===== src/rtl/spi_slave_regif.sv =====
// SPI mode-0 slave that turns 2-byte frames into register-bus read/write requests.
// Optional multi-byte auto-increment bursts are enabled with `define SPI_SLAVE_BURST_EN.
module spi_slave_regif #(
  parameter int unsigned SYNC_STAGES = 2,
  parameter bit          MISO_IDLE   = 1'b0
) (
  input  logic       CLK,
  input  logic       rst,
  input  logic       spi_sclk,
  input  logic       spi_cs_n,
  input  logic       spi_mosi,
  output logic       spi_miso,
  output logic [6:0] reg_addr,
  output logic [7:0] reg_wdata,
  output logic       reg_wr,
  output logic       reg_rd,
  input  logic [7:0] reg_rdata,
  output logic       frame_done,
  output logic       frame_err
);

`ifdef SPI_SLAVE_BURST_EN
  localparam bit BURST = 1'b1;
`else
  localparam bit BURST = 1'b0;
`endif

  typedef enum logic [2:0] {IDLE, ADDR, RD_FETCH, DATA, WAIT_CS} state_t;

  state_t state, next_state;

  logic [SYNC_STAGES-1:0] sclk_sync, cs_sync, mosi_sync;
  logic sclk_prev, cs_prev;
  logic sclk_s, cs_s, mosi_s;
  logic rise_ev, fall_ev, cs_rise, cs_fall;

  logic [2:0] bit_cnt;
  logic [6:0] rx_sr;
  logic [6:0] tx_sr;
  logic       rw_q;
  logic       data_seen;

  logic byte_end, addr_ld, rd_fire, wr_fire, done_fire, abort_fire, addr_inc;
  logic shift_en, tx_load, tx_shift, cnt_en;

  // cs_n sync resets high so leaving reset never looks like a frame start.
  always_ff @(posedge CLK or posedge rst) begin
    if (rst) begin
      sclk_sync <= '0;
      cs_sync   <= '1;
      mosi_sync <= '0;
      sclk_prev <= 1'b0;
      cs_prev   <= 1'b1;
    end else begin
      sclk_sync <= {sclk_sync[SYNC_STAGES-2:0], spi_sclk};
      cs_sync   <= {cs_sync[SYNC_STAGES-2:0], spi_cs_n};
      mosi_sync <= {mosi_sync[SYNC_STAGES-2:0], spi_mosi};
      sclk_prev <= sclk_s;
      cs_prev   <= cs_s;
    end
  end

  assign sclk_s  = sclk_sync[SYNC_STAGES-1];
  assign cs_s    = cs_sync[SYNC_STAGES-1];
  assign mosi_s  = mosi_sync[SYNC_STAGES-1];
  assign rise_ev = sclk_s & ~sclk_prev;
  assign fall_ev = ~sclk_s & sclk_prev;
  assign cs_rise = cs_s & ~cs_prev;
  assign cs_fall = ~cs_s & cs_prev;

  always_ff @(posedge CLK or posedge rst) begin
    if (rst) state <= IDLE;
    else     state <= next_state;
  end

  always_comb begin
    next_state = state;
    unique case (state)
      IDLE:     if (cs_fall) next_state = ADDR;
      ADDR: begin
        if (cs_rise)       next_state = IDLE;
        else if (byte_end) next_state = rx_sr[6] ? RD_FETCH : DATA;
      end
      RD_FETCH: next_state = cs_rise ? IDLE : DATA;
      DATA: begin
        if (cs_rise)       next_state = IDLE;
        else if (byte_end) next_state = BURST ? (rw_q ? RD_FETCH : DATA) : WAIT_CS;
      end
      WAIT_CS:  if (cs_rise) next_state = IDLE;
      default:  next_state = IDLE;
    endcase
  end

  // A cs_n rise on the same cycle as the 8th sclk rise aborts the byte.
  always_comb begin
    byte_end   = rise_ev && (bit_cnt == 3'd7) && !cs_rise;
    addr_ld    = (state == ADDR) && byte_end;
    done_fire  = (state == DATA) && byte_end;
    wr_fire    = done_fire && !rw_q;
    rd_fire    = (addr_ld && rx_sr[6]) || (BURST && done_fire && rw_q);
    addr_inc   = BURST && done_fire && (rw_q || data_seen);
    abort_fire = cs_rise && ((state == ADDR) ||
                             ((state == RD_FETCH) && !(BURST && data_seen)) ||
                             ((state == DATA) && !(BURST && data_seen && bit_cnt == 3'd0)));
    cnt_en     = (state == ADDR) || (state == DATA);
    shift_en   = cnt_en && rise_ev && !cs_rise;
    tx_load    = (state == RD_FETCH) && !cs_rise;
    // The fall closing the previous byte arrives with bit_cnt==0 and must not
    // disturb the MSB already presented by the fetch cycle.
    tx_shift   = (state == DATA) && rw_q && fall_ev && (bit_cnt != 3'd0) && !cs_rise;
  end

  always_ff @(posedge CLK or posedge rst) begin
    if (rst) begin
      bit_cnt    <= '0;
      rx_sr      <= '0;
      tx_sr      <= '0;
      rw_q       <= 1'b0;
      data_seen  <= 1'b0;
      reg_addr   <= '0;
      reg_wdata  <= '0;
      reg_wr     <= 1'b0;
      reg_rd     <= 1'b0;
      frame_done <= 1'b0;
      frame_err  <= 1'b0;
      spi_miso   <= MISO_IDLE;
    end else begin
      reg_wr     <= wr_fire;
      reg_rd     <= rd_fire;
      frame_done <= done_fire;
      frame_err  <= abort_fire;

      if (shift_en)               bit_cnt <= bit_cnt + 3'd1;
      else if (!cnt_en || cs_rise) bit_cnt <= '0;

      if (shift_en) rx_sr <= {rx_sr[5:0], mosi_s};

      if (addr_ld) begin
        reg_addr <= {rx_sr[5:0], mosi_s};
        rw_q     <= rx_sr[6];
      end else if (addr_inc) begin
        reg_addr <= reg_addr + 7'd1;
      end

      if (wr_fire) reg_wdata <= {rx_sr, mosi_s};

      if (state == IDLE || addr_ld) data_seen <= 1'b0;
      else if (done_fire)           data_seen <= 1'b1;

      if (tx_load) begin
        spi_miso <= reg_rdata[7];
        tx_sr    <= reg_rdata[6:0];
      end else if (tx_shift) begin
        spi_miso <= tx_sr[6];
        tx_sr    <= {tx_sr[5:0], 1'b0};
      end else if (next_state != DATA) begin
        spi_miso <= MISO_IDLE;
      end
    end
  end

endmodule

===== config.mk =====
export PLATFORM = sky130hd
export DESIGN_NAME = spi_slave_regif
export DESIGN_NICKNAME = d
export VERILOG_FILES = /design/src/rtl/spi_slave_regif.sv
export SDC_FILE = /design/constraint.sdc
export NUM_CORES = 1
export LEC_CHECK = 0
export BUFFER_PORTS_ARGS = -buffer_cell sky130_fd_sc_hd__buf_2
export CORE_ASPECT_RATIO = 0.6
export CORE_MARGIN = 5
export CORE_UTILIZATION = 40
export DETAILED_ROUTE_END_ITERATION = 10
export PLACE_DENSITY = 0.59
export SYNTH_ARGS = -nofsm -noshare
export SYNTH_HDL_FRONTEND = slang
export SYNTH_SLANG_ARGS = --single-unit

===== constraint.sdc =====
create_clock -name CLK -period 2.5 [get_ports CLK]
set_clock_uncertainty 0.15 [all_clocks]
set_input_delay 0.5 -clock CLK [delete_from_list [all_inputs] [get_ports CLK]]
set_output_delay 0.5 -clock CLK [all_outputs]
set_load 0.1 [all_outputs]

==> impl_metrics.csv <==
group,metric,value,unit
status,status,"complete, no violations",
drt,drtAntennaViolNets,0,
drt,viasPerCell,4.951,
worst_setup_path,rr_worst_depth,4,
worst_setup_path,cp_max_fo,9,
die,start_util,42.08,%
clock_tree,htreeDepth,2,
drt,first_pass_iters,4,
sta,maxSlewViolCount,0,
worst_hold_path,worstHoldPathType,"input port to flip-flop",
sta,fin_tns_setup,0,ps
sta,period_share,89.50,%
clock_tree,root_buffer,"clkbuf_8",
finish,num_antenna_cells,0,
worst_setup_path,cp_cell_sequence,"nand2b_1 -> or2_1 -> nor4_4 -> mux2_2",
sta,min_period,2238,ps
pwr,power.leakage,0.001166,uW
die,fp.dieH,64.23,um
die,die_x,100.4,um
synth,yosysWarningCount,0,
placement,preCtsSetupSlack,266.7,ps
sta,slew_headroom,32.86,%
drt,drc,0,
sta,tightest_slew,999.5,ps
synth,synth_cells,143,
synth,synth-simple-area-share,11.61,%
sta,final-hold-violation-count,0,
finish,fin_cells,245,
worst_setup_path,cp_slowest_cell,"nor4_4",
placement,dpl.hpwl,2621,um
synth,synthAdderAreaFrac,1.914,%
placement,dp_cells,237,
synth,synth_top_family_by_area,"multiplexers",
synth,ys_seq_elements,49,
finish,fin_nets,197,
die,ios,33,
clock_tree,post_cts_buffers,0,
worst_setup_path,r2r_setup_slack,260,ps
grt,grt_use_total,12.40,%
clock_tree,cts_tree,"done",
pwr,p_per_area,655.7,mW/mm^2
clock_tree,clk_latency,290,ps
finish,final_common_cell,"dfrtp_1",
clock_tree,cts.sinks,49,
finish,layout_common_cells,"dfrtp_1 (46), buf_2 (32), mux2_2 (22), nor2_1 (11)",
grt,grt_max_degree,50,
worst_setup_path,worstSetupEndpoint,"reg_wdata[1]",
synth,synth.distinct_cells,34,
worst_setup_path,slowest_delay,620,ps
synth,synth.avg_cell_area,13.71,um^2
synth,seq_area_frac_synth,62.73,%
drt,drtIter0Drc,69,
worst_setup_path,crit_start,"state[2]",
grt,overflow,0,
synth,syn-cell-area,0.001961,mm^2
finish,final_util,49.25,%
placement,port_buffers,32,
grt,grt_pass1_wl,6106,um
worst_setup_path,crit_path_start_kind,"flip-flop",
clock_tree,ctsHoldBuffers,0,
worst_setup_path,worst_setup_path_end_kind,"flip-flop",
finish,area_delta_synth_final,17.04,%
worst_setup_path,worstReg2RegStart,"state[2]",
run,maxCapViolations,0,
pwr,ir_drop,0.3069,mV
worst_setup_path,rr_endpoint,"reg_wdata[1]",
clock_tree,cts.clk_slew.worst_paths,80,ps
clock_tree,cts_max_path_buffers,2,
grt,grt_pass1_vias,1211,
finish,drive_gt1_share,39.01,%
sta,setup_viol,0,
synth,yosys-mux-area-fraction,14.23,%
die,core-area,0.004659,mm^2
synth,synth_xor_area_share,0.8934,%
drt,routed_wl,3658,um
sta,postLayoutSetupSlackWorst,262.5,ps
die,rows,19,
drt,vias,1213,
synth,syn_nets,159,
clock_tree,numCtsBuffers,5,
worst_setup_path,critical_path_class,"flip-flop to flip-flop",
worst_setup_path,cp.required,2530,ps
drt,wl_per_cell,14.93,um
worst_setup_path,cp.arrival,2270,ps
worst_hold_path,hp-start,"spi_cs_n",
synth,synth_compound_gate_area_share,6.382,%
grt,antenna_found_initial,0,
sta,rsz0062_at_grt,"no",
sta,timing.fmax,446.9,MHz
die,die-area,0.006448,mm^2
clock_tree,cts.repair.resized,0,
placement,place_congestion,0.8382,
[report_power, final]
group	total [uW]	leakage [uW]	switching [uW]	internal, uW
combinational	127	0.000476	66.4	60.6
clock	468	0.0000445	244	225
sequential	909	0.000645	56.8	852
[flip-flops by register name (all words and copies together) (netlist names)]
signal	count
bit_cnt	3
rx_sr	7
reg_addr	7
frame_done	1
cs_prev	1
reg_rd	1
rw_q	1
spi_miso	1
state	3
sclk_prev	1
frame_err	1
cs_sync	2
mosi_sync	2
tx_sr	7
sclk_sync	2
reg_wr	1
reg_wdata	8
[worst max-delay path, delay by kind of cell (launching register included)]
family           cells  cell delay (ps)
multiplexers         1              410
AND/OR/NAND/NOR      3             1140
flip-flops           1              430
[worst min-delay path by stage]
stage | to | slack, ps | depth (start not counted)
after floorplan | mosi_sync[1] | 180 | 0
after global placement | sclk_sync[1] | 180 | 0
after detailed placement | mosi_sync[1] | 180 | 0
after CTS | cs_sync[0] | 140 | 1
after global routing | cs_sync[0] | 130 | 1
final | cs_sync[0] | 150 | 1
[stage by stage]
step	power (uW)	area, um^2	hold WS [ps]
finish	1505	2295	147.1
global route	1582	2295	132.8
CTS	1524	2295	138.8
detailed placement	1053	2201	184.7
global placement	1046	2201	184.4
floorplan	1006	1961	181.2
[cell usage after synthesis, drive strengths merged]
library cell  instances  area share, %
nor4                  2            1.4
dfstp                 3            4.0
nor2                 11            2.1
inv                   4           0.77
o2111ai               1           0.45
nand2                 6            1.1
a221o                 2            1.0
a22oi                 2           0.77
buf                   3            1.1
o21ai                 2           0.51
mux2i                 2            1.0
or3                   1           0.32
dfrtp                46             59
xnor2                 2           0.89
clkbuf                2           0.38
ha                    3            1.9
nand3                 1           0.26
nor3b                 3            1.1
and3b                 1           0.45
mux2                 23             13
nor2b                 3           0.96
o21a                  1           0.38
and2                  2           0.64
a21o                  3            1.1
nand2b                2           0.64
nor3                  3            1.3
nand4b                2           0.89
a21oi                 3           0.77
a22o                  3            1.3
or2                   1           0.32
[logic make-up (layout without fill, tap and decap cells)]
kind of cell               count (synthesis)  count (layout)
muxes                                     25              25
AOI/OAI and AO/OA                         17              17
DFF                                       49              49
xor gates and xnor gates                   2               2
buffers and inverters                      9              48
adders and majority gates                  3               3
and+or+nand+nor                           38              38
[routing by layer]
| metal | up-vias | GRT usage [%] | part of all wire, % |
|---|---|---|---|
| li1 | 576 | - | - |
| met1 | 615 | 18.20 | 53 |
| met2 | 20 | 16.91 | 43 |
| met3 | 2 | 3.804 | 3.7 |
| met4 | 0 | 5.042 | 0.82 |
| met5 | - | 0 | 0 |
[area by class of cell]
cell class / instances / area [um^2]
timing repair buffer: 36 / 190.2
inverter: 4 / 15.01
clock buffer: 7 / 86.33
clock inverter: 1 / 7.507
sequential: 49 / 1230
multi-input combinational: 85 / 686.9
fill: 429 / 2365
tap: 63 / 78.83
Power figures use the tool's default switching activity.
